===== src/rtl/seg7_pattern_monitor.sv =====
// seg7_pattern_monitor
//
// Watches the active-low seven-segment lines {a,b,c,d,e,f,g} that a segment
// decoder drives. It recovers the displayed digit once the pattern has stayed
// the same for STABLE_CYCLES consecutive samples, flags blank and illegal
// patterns, and counts how often the published result changes.
//
// Parameters:
//   STABLE_CYCLES  consecutive identical samples needed to publish (1..255)
//   CNT_W          width of the update counter
//
// Ports:
//   clk        system clock, rising edge
//   reset      synchronous, active-high reset
//   a..g       segment lines, active-low; a is the MSB of the pattern
//   digit      last published legal digit value
//   valid      published pattern is a legal digit
//   blank      published pattern is all-off (7'b1111111)
//   err        published pattern is neither legal nor blank
//   update     one-cycle pulse when the published result changes
//   upd_count  number of update pulses since reset, wraps
//
// Build option:
//   SEG7_MON_HEX_EN  when defined, the hex glyphs A,b,C,d,E,F are legal and
//                    publish digit values 10..15.

module seg7_pattern_monitor #(
  parameter int STABLE_CYCLES = 4,
  parameter int CNT_W         = 8
) (
  input  logic             clk,
  input  logic             reset,
  input  logic             a,
  input  logic             b,
  input  logic             c,
  input  logic             d,
  input  logic             e,
  input  logic             f,
  input  logic             g,
  output logic [3:0]       digit,
  output logic             valid,
  output logic             blank,
  output logic             err,
  output logic             update,
  output logic [CNT_W-1:0] upd_count
);

  localparam logic [6:0] BLANK_PAT = 7'b1111111;
  // Count value at which the candidate has been seen STABLE_CYCLES times.
  localparam logic [7:0] PUB_AT    = 8'(STABLE_CYCLES - 1);

  typedef enum logic [1:0] {
    IDLE   = 2'd0,
    TRACK  = 2'd1,
    LOCKED = 2'd2
  } state_t;

  // Returns {legal, value} for a segment pattern.
  function automatic logic [4:0] decode(input logic [6:0] pat);
    logic [4:0] res;
    case (pat)
      7'b0000001: res = {1'b1, 4'd0};
      7'b1001111: res = {1'b1, 4'd1};
      7'b0010010: res = {1'b1, 4'd2};
      7'b0000110: res = {1'b1, 4'd3};
      7'b1001100: res = {1'b1, 4'd4};
      7'b0100100: res = {1'b1, 4'd5};
      7'b0100000: res = {1'b1, 4'd6};
      7'b0001111: res = {1'b1, 4'd7};
      7'b0000000: res = {1'b1, 4'd8};
      7'b0000100: res = {1'b1, 4'd9};
`ifdef SEG7_MON_HEX_EN
      7'b0001000: res = {1'b1, 4'd10};
      7'b1100000: res = {1'b1, 4'd11};
      7'b0110001: res = {1'b1, 4'd12};
      7'b1000010: res = {1'b1, 4'd13};
      7'b0110000: res = {1'b1, 4'd14};
      7'b0111000: res = {1'b1, 4'd15};
`endif
      default:    res = {1'b0, 4'd0};
    endcase
    return res;
  endfunction

  logic [6:0] samp_r;
  logic [6:0] cand_r;
  logic [6:0] pub_r;
  logic [7:0] stab_cnt_r;
  state_t     state_r;
  logic       pub_seen_r;   // at least one publish since reset

  logic [6:0] cand_s;
  logic [7:0] stab_cnt_s;
  state_t     state_s;
  logic       do_pub_s;
  logic       changed_s;
  logic [4:0] dec_s;

  // Next-state logic: candidate tracking, stability count and publish strobe.
  always_comb begin
    cand_s     = cand_r;
    stab_cnt_s = stab_cnt_r;
    state_s    = state_r;
    do_pub_s   = 1'b0;
    if (samp_r != cand_r) begin
      // A new pattern restarts the count; this sample is its first sighting,
      // so with STABLE_CYCLES == 1 it is already stable enough to publish.
      cand_s     = samp_r;
      stab_cnt_s = 8'd0;
      if (PUB_AT == 8'd0) begin
        do_pub_s = 1'b1;
        state_s  = LOCKED;
      end else begin
        state_s  = TRACK;
      end
    end else begin
      case (state_r)
        IDLE: begin
          state_s = IDLE;
        end
        TRACK: begin
          stab_cnt_s = stab_cnt_r + 8'd1;
          if (stab_cnt_r + 8'd1 == PUB_AT) begin
            do_pub_s = 1'b1;
            state_s  = LOCKED;
          end else begin
            state_s  = TRACK;
          end
        end
        LOCKED: begin
          state_s = LOCKED;
        end
        default: begin
          state_s = IDLE;
        end
      endcase
    end
  end

  // Classification of the pattern being published and whether it is news.
  always_comb begin
    dec_s     = decode(samp_r);
    changed_s = !pub_seen_r || (samp_r != pub_r);
  end

  // State registers and registered outputs; reset overrides any publish.
  always_ff @(posedge clk) begin
    if (reset) begin
      samp_r     <= BLANK_PAT;
      cand_r     <= BLANK_PAT;
      pub_r      <= BLANK_PAT;
      stab_cnt_r <= 8'd0;
      state_r    <= IDLE;
      pub_seen_r <= 1'b0;
      digit      <= 4'd0;
      valid      <= 1'b0;
      blank      <= 1'b0;
      err        <= 1'b0;
      update     <= 1'b0;
      upd_count  <= '0;
    end else begin
      samp_r     <= {a, b, c, d, e, f, g};
      cand_r     <= cand_s;
      stab_cnt_r <= stab_cnt_s;
      state_r    <= state_s;
      if (do_pub_s) begin
        // The published pattern equals samp_r, which equals the candidate.
        pub_r      <= samp_r;
        pub_seen_r <= 1'b1;
        if (dec_s[4]) begin
          digit <= dec_s[3:0];
          valid <= 1'b1;
          blank <= 1'b0;
          err   <= 1'b0;
        end else if (samp_r == BLANK_PAT) begin
          valid <= 1'b0;
          blank <= 1'b1;
          err   <= 1'b0;
        end else begin
          valid <= 1'b0;
          blank <= 1'b0;
          err   <= 1'b1;
        end
        update <= changed_s;
        if (changed_s) begin
          upd_count <= upd_count + {{(CNT_W-1){1'b0}}, 1'b1};
        end else begin
          upd_count <= upd_count;
        end
      end else begin
        update <= 1'b0;
      end
    end
  end

endmodule


===== config.mk =====
export PLATFORM = sky130hd
export DESIGN_NAME = seg7_pattern_monitor
export DESIGN_NICKNAME = d
export VERILOG_FILES = /design/src/rtl/seg7_pattern_monitor.sv
export SDC_FILE = /design/constraint.sdc
export NUM_CORES = 1
export LEC_CHECK = 0
export BUFFER_PORTS_ARGS = -buffer_cell sky130_fd_sc_hd__buf_2
export CORE_MARGIN = 4
export CORE_UTILIZATION = 50
export CTS_BUF_LIST = sky130_fd_sc_hd__clkbuf_8
export DETAILED_ROUTE_END_ITERATION = 16
export PLACE_DENSITY = 0.71
export SLEW_MARGIN = 20
export SYNTH_ARGS = -nofsm -noshare
export SYNTH_HDL_FRONTEND = slang
export SYNTH_SLANG_ARGS = --single-unit

===== constraint.sdc =====
create_clock -name clk -period 2.65 [get_ports clk]
set_clock_uncertainty 0.1 [all_clocks]
set_input_delay 0 -clock clk [delete_from_list [all_inputs] [get_ports clk]]
set_output_delay 0 -clock clk [all_outputs]
set_load 0.02 [all_outputs]

==> impl_metrics.env <==
export IMPL_status="finished clean"
export IMPL_die_x_um=75.5
export IMPL_synth_area_mux_share_pct=0.990
export IMPL_drc=0
export IMPL_overflow=0
export IMPL_synthAdderAreaFrac_pct=2.75
export IMPL_crit_start="stab_cnt_r[0]"
export IMPL_end_kind="flip-flop"
export IMPL_rsz0062_at_grt="no"
export IMPL_cts_tree="built"
export IMPL_port_buffers=24
export IMPL_dp_cells=322
export IMPL_synth_compound_area_share_pct=10.4
export IMPL_path_max_fanout=21
export IMPL_drtAntennaViolNets=0
export IMPL_grt_use_total_pct=17.4
export IMPL_grt_max_degree=46
export IMPL_synth_top_area_share_pct=42.2
export IMPL_start_kind="flip-flop"
export IMPL_yosys_top_cells_count="48 x dfxtp_1, 25 x nand2_1, 18 x nor2_1"
export IMPL_fin_crit_sh_pct=90.5
export IMPL_post_cts_resize_count=0
export IMPL_first_global_vias=1672
export IMPL_start_util_pct=51.9
export IMPL_required_ns=2.78
export IMPL_use_met1_pct=23.7
export IMPL_dpl_hpwl_um=3010
export IMPL_relSlewSlack_pct=57.3
export IMPL_cts_buffers=5
export IMPL_ctsHtreeMaxLevel=2
export IMPL_viasPerCell=5.48
export IMPL_synth_net_count=269
export IMPL_place_ws_ns=0.255
export IMPL_r2r_start="stab_cnt_r[0]"
export IMPL_synth_edf_count=0
export IMPL_path_clk_slew_ns=0.09
export IMPL_antenna_found_initial=0
export IMPL_clock_root_buffer="clkbuf_8"
export IMPL_setup_tns_ns=0
export IMPL_yosysWarnings=0
export IMPL_max_freq_mhz=417
export IMPL_grt_pass1_wl_um=7630
export IMPL_drt_initial_drc_count=98
export IMPL_synthSimpleGateAreaFrac_pct=30.9
export IMPL_fin_ws_ns=0.252
export IMPL_synthDistinctLibCells=44
export IMPL_tightest_slew_ns=0.640
export IMPL_synth_flop_cell="dfxtp_1"
export IMPL_powerDensity_nw_per_um2=480
export IMPL_drtPass1Iterations=4
export IMPL_fin_nets=298
export IMPL_num_rows=24
export IMPL_gr_max_usage_layer="met2"
export IMPL_drive_gt1_share_pct=20.8
export IMPL_report_final_slew_viol_count=0
export IMPL_cts_sinks=48
export IMPL_ir_drop_v=0.000320
export IMPL_coreArea_um2=4380
export IMPL_yosys_top_cells_area="dfxtp_1 42%, xnor2_1 5.0%, nand2_1 4.1%"
export IMPL_hold_viol=0
export IMPL_n_antenna_cell=0
export IMPL_setup_violations=0
export IMPL_synthArstFlopShare_pct=0
export IMPL_hold_class="input port to flip-flop"
export IMPL_reg2reg_depth=6
export IMPL_period_needed_ns=2.40
export IMPL_wl_per_cell_um=12.9
export IMPL_chipHeight_um=75.5
export IMPL_num_vias=1840
export IMPL_synth_avg_cell_area_um2=8.92
export IMPL_yosysMostFrequentCell="dfxtp_1"
export IMPL_mappedNetlistArea_um2=2270
export IMPL_dieArea_um2=5690
export IMPL_synthXorXnorAreaFrac_pct=8.86
export IMPL_drv_cap=0
export IMPL_synth_seq_cells=48
export IMPL_reg2reg_slack_ns=0.25
export IMPL_globalplace_congestion=0.870
export IMPL_cts_buffer_depth=2
export IMPL_yosysTopAreaCell="dfxtp_1"
export IMPL_r2r_end="upd_count[4]"
export IMPL_seq_area_frac_synth_pct=42.2
export IMPL_met3_usage_pct=4.62
export IMPL_synth_top_family_by_area="simple AND/OR/NAND/NOR gates"
export IMPL_cellLeakagePower_uw=0.00102
export IMPL_syn_to_final_growth_pct=14.2
export IMPL_finalWirelength_um=4340
export IMPL_path_class="flip-flop to flip-flop"
export IMPL_boundaryPins=25
export IMPL_crit_end="upd_count[4]"
export IMPL_insertion_delay_ns=0.30
export IMPL_final_cells=336
export IMPL_use_met2_pct=26.3
export IMPL_synthCells=255
export IMPL_cp_arrival_ns=2.53
critical path, stage by stage, from the launching register on:
cell	delay, ns
dfxtp_1	0.42
ha_1	0.30
o2111ai_1	0.22
a22oi_4	0.29
nand4_4	0.28
or4_1	0.58
a21oi_1	0.14
logic make-up (layout without fill, tap and decap cells):
logic type      after synthesis  after routing
simple gates                121            121
flops                        48             48
compound gates               35             35
xor+xnor                     23             23
buf+inv                      21             50
fa+ha+maj                     5              5
mux                           2              2
where the power goes:
part	switching (uW)	internal, uW	leakage (uW)	total, uW
Sequential	10.6	733	0.000391	743
Clock	228	176	0.0000452	404
Combinational	52.2	48.0	0.000588	100
sequential cells by signal (all words and copies together), names as in the netlist:
| signal | cells |
|---|---|
| digit | 4 |
| samp_r | 7 |
| blank | 1 |
| err | 1 |
| cand_r | 7 |
| stab_cnt_r | 8 |
| valid | 1 |
| state_r | 2 |
| upd_count | 8 |
| update | 1 |
| pub_seen_r | 1 |
| pub_r | 7 |
per-stage QoR:
step	instance area [um2]	hold WS, ns	power, uW	utilization, %
after floorplan	2270	0.00381	829	-
after global routing	2600	0.154	1310	59.3
after global placement	2450	0.0831	852	55.9
final	2600	0.125	1250	59.3
after detailed placement	2450	0.0845	853	55.9
after CTS	2600	0.127	1260	59.3
routing by layer:
layer  wire length [um]  vias up
li1                   -      945
met4                 76        0
met1               2110      864
met5                  0        -
met3                183        5
met2               1980       26
cell usage in the layout, fill, tap and decap left out, types with 2 or more instances in the layout:
cell / n
or2_2: 15
ha_1: 5
and2_1: 2
a21oi_1: 12
nor3_1: 4
dfxtp_1: 48
a31oi_1: 2
a211oi_1: 3
buf_2: 24
clkbuf_8: 5
nor2b_1: 3
xor2_1: 10
nand3b_1: 9
nand3_1: 10
o31ai_1: 5
nand4_1: 10
nand2b_1: 4
nand2_1: 25
and4_1: 2
and3_1: 2
buf_4: 9
dlygate4sd3_1: 7
nor4_1: 3
or4_1: 6
xnor2_1: 13
o21ai_0: 6
inv_1: 4
nor2_1: 18
how the worst min path moves through the flow:
stage / startpoint / end / slack [ns] / cells after the start
final: reset / pub_seen_r / 0.13 / 2
after global routing: reset / pub_seen_r / 0.15 / 2
after detailed placement: g / samp_r[0] / 0.08 / 2
after global placement: e / samp_r[2] / 0.08 / 2
after CTS: reset / pub_seen_r / 0.13 / 2
after floorplan: g / samp_r[0] / 0.004 / 1
area by class of cell:
cell class | instances | area [um2]
clock buffer | 5 | 68.8
clock inverter | 2 | 8.76
fill | 391 | 1790
inverter | 3 | 11.3
multi-input combinational | 186 | 1230
sequential | 48 | 961
tap | 52 | 65.1
timing repair buffer | 40 | 258
timing repair:
item | in CTS | in global routing
hold buffers | 7 | 0
setup buffers | 0 | 0
endpoints found under the hold margin | 7 | 0
Note: power is estimated with default switching activity, not from simulation.
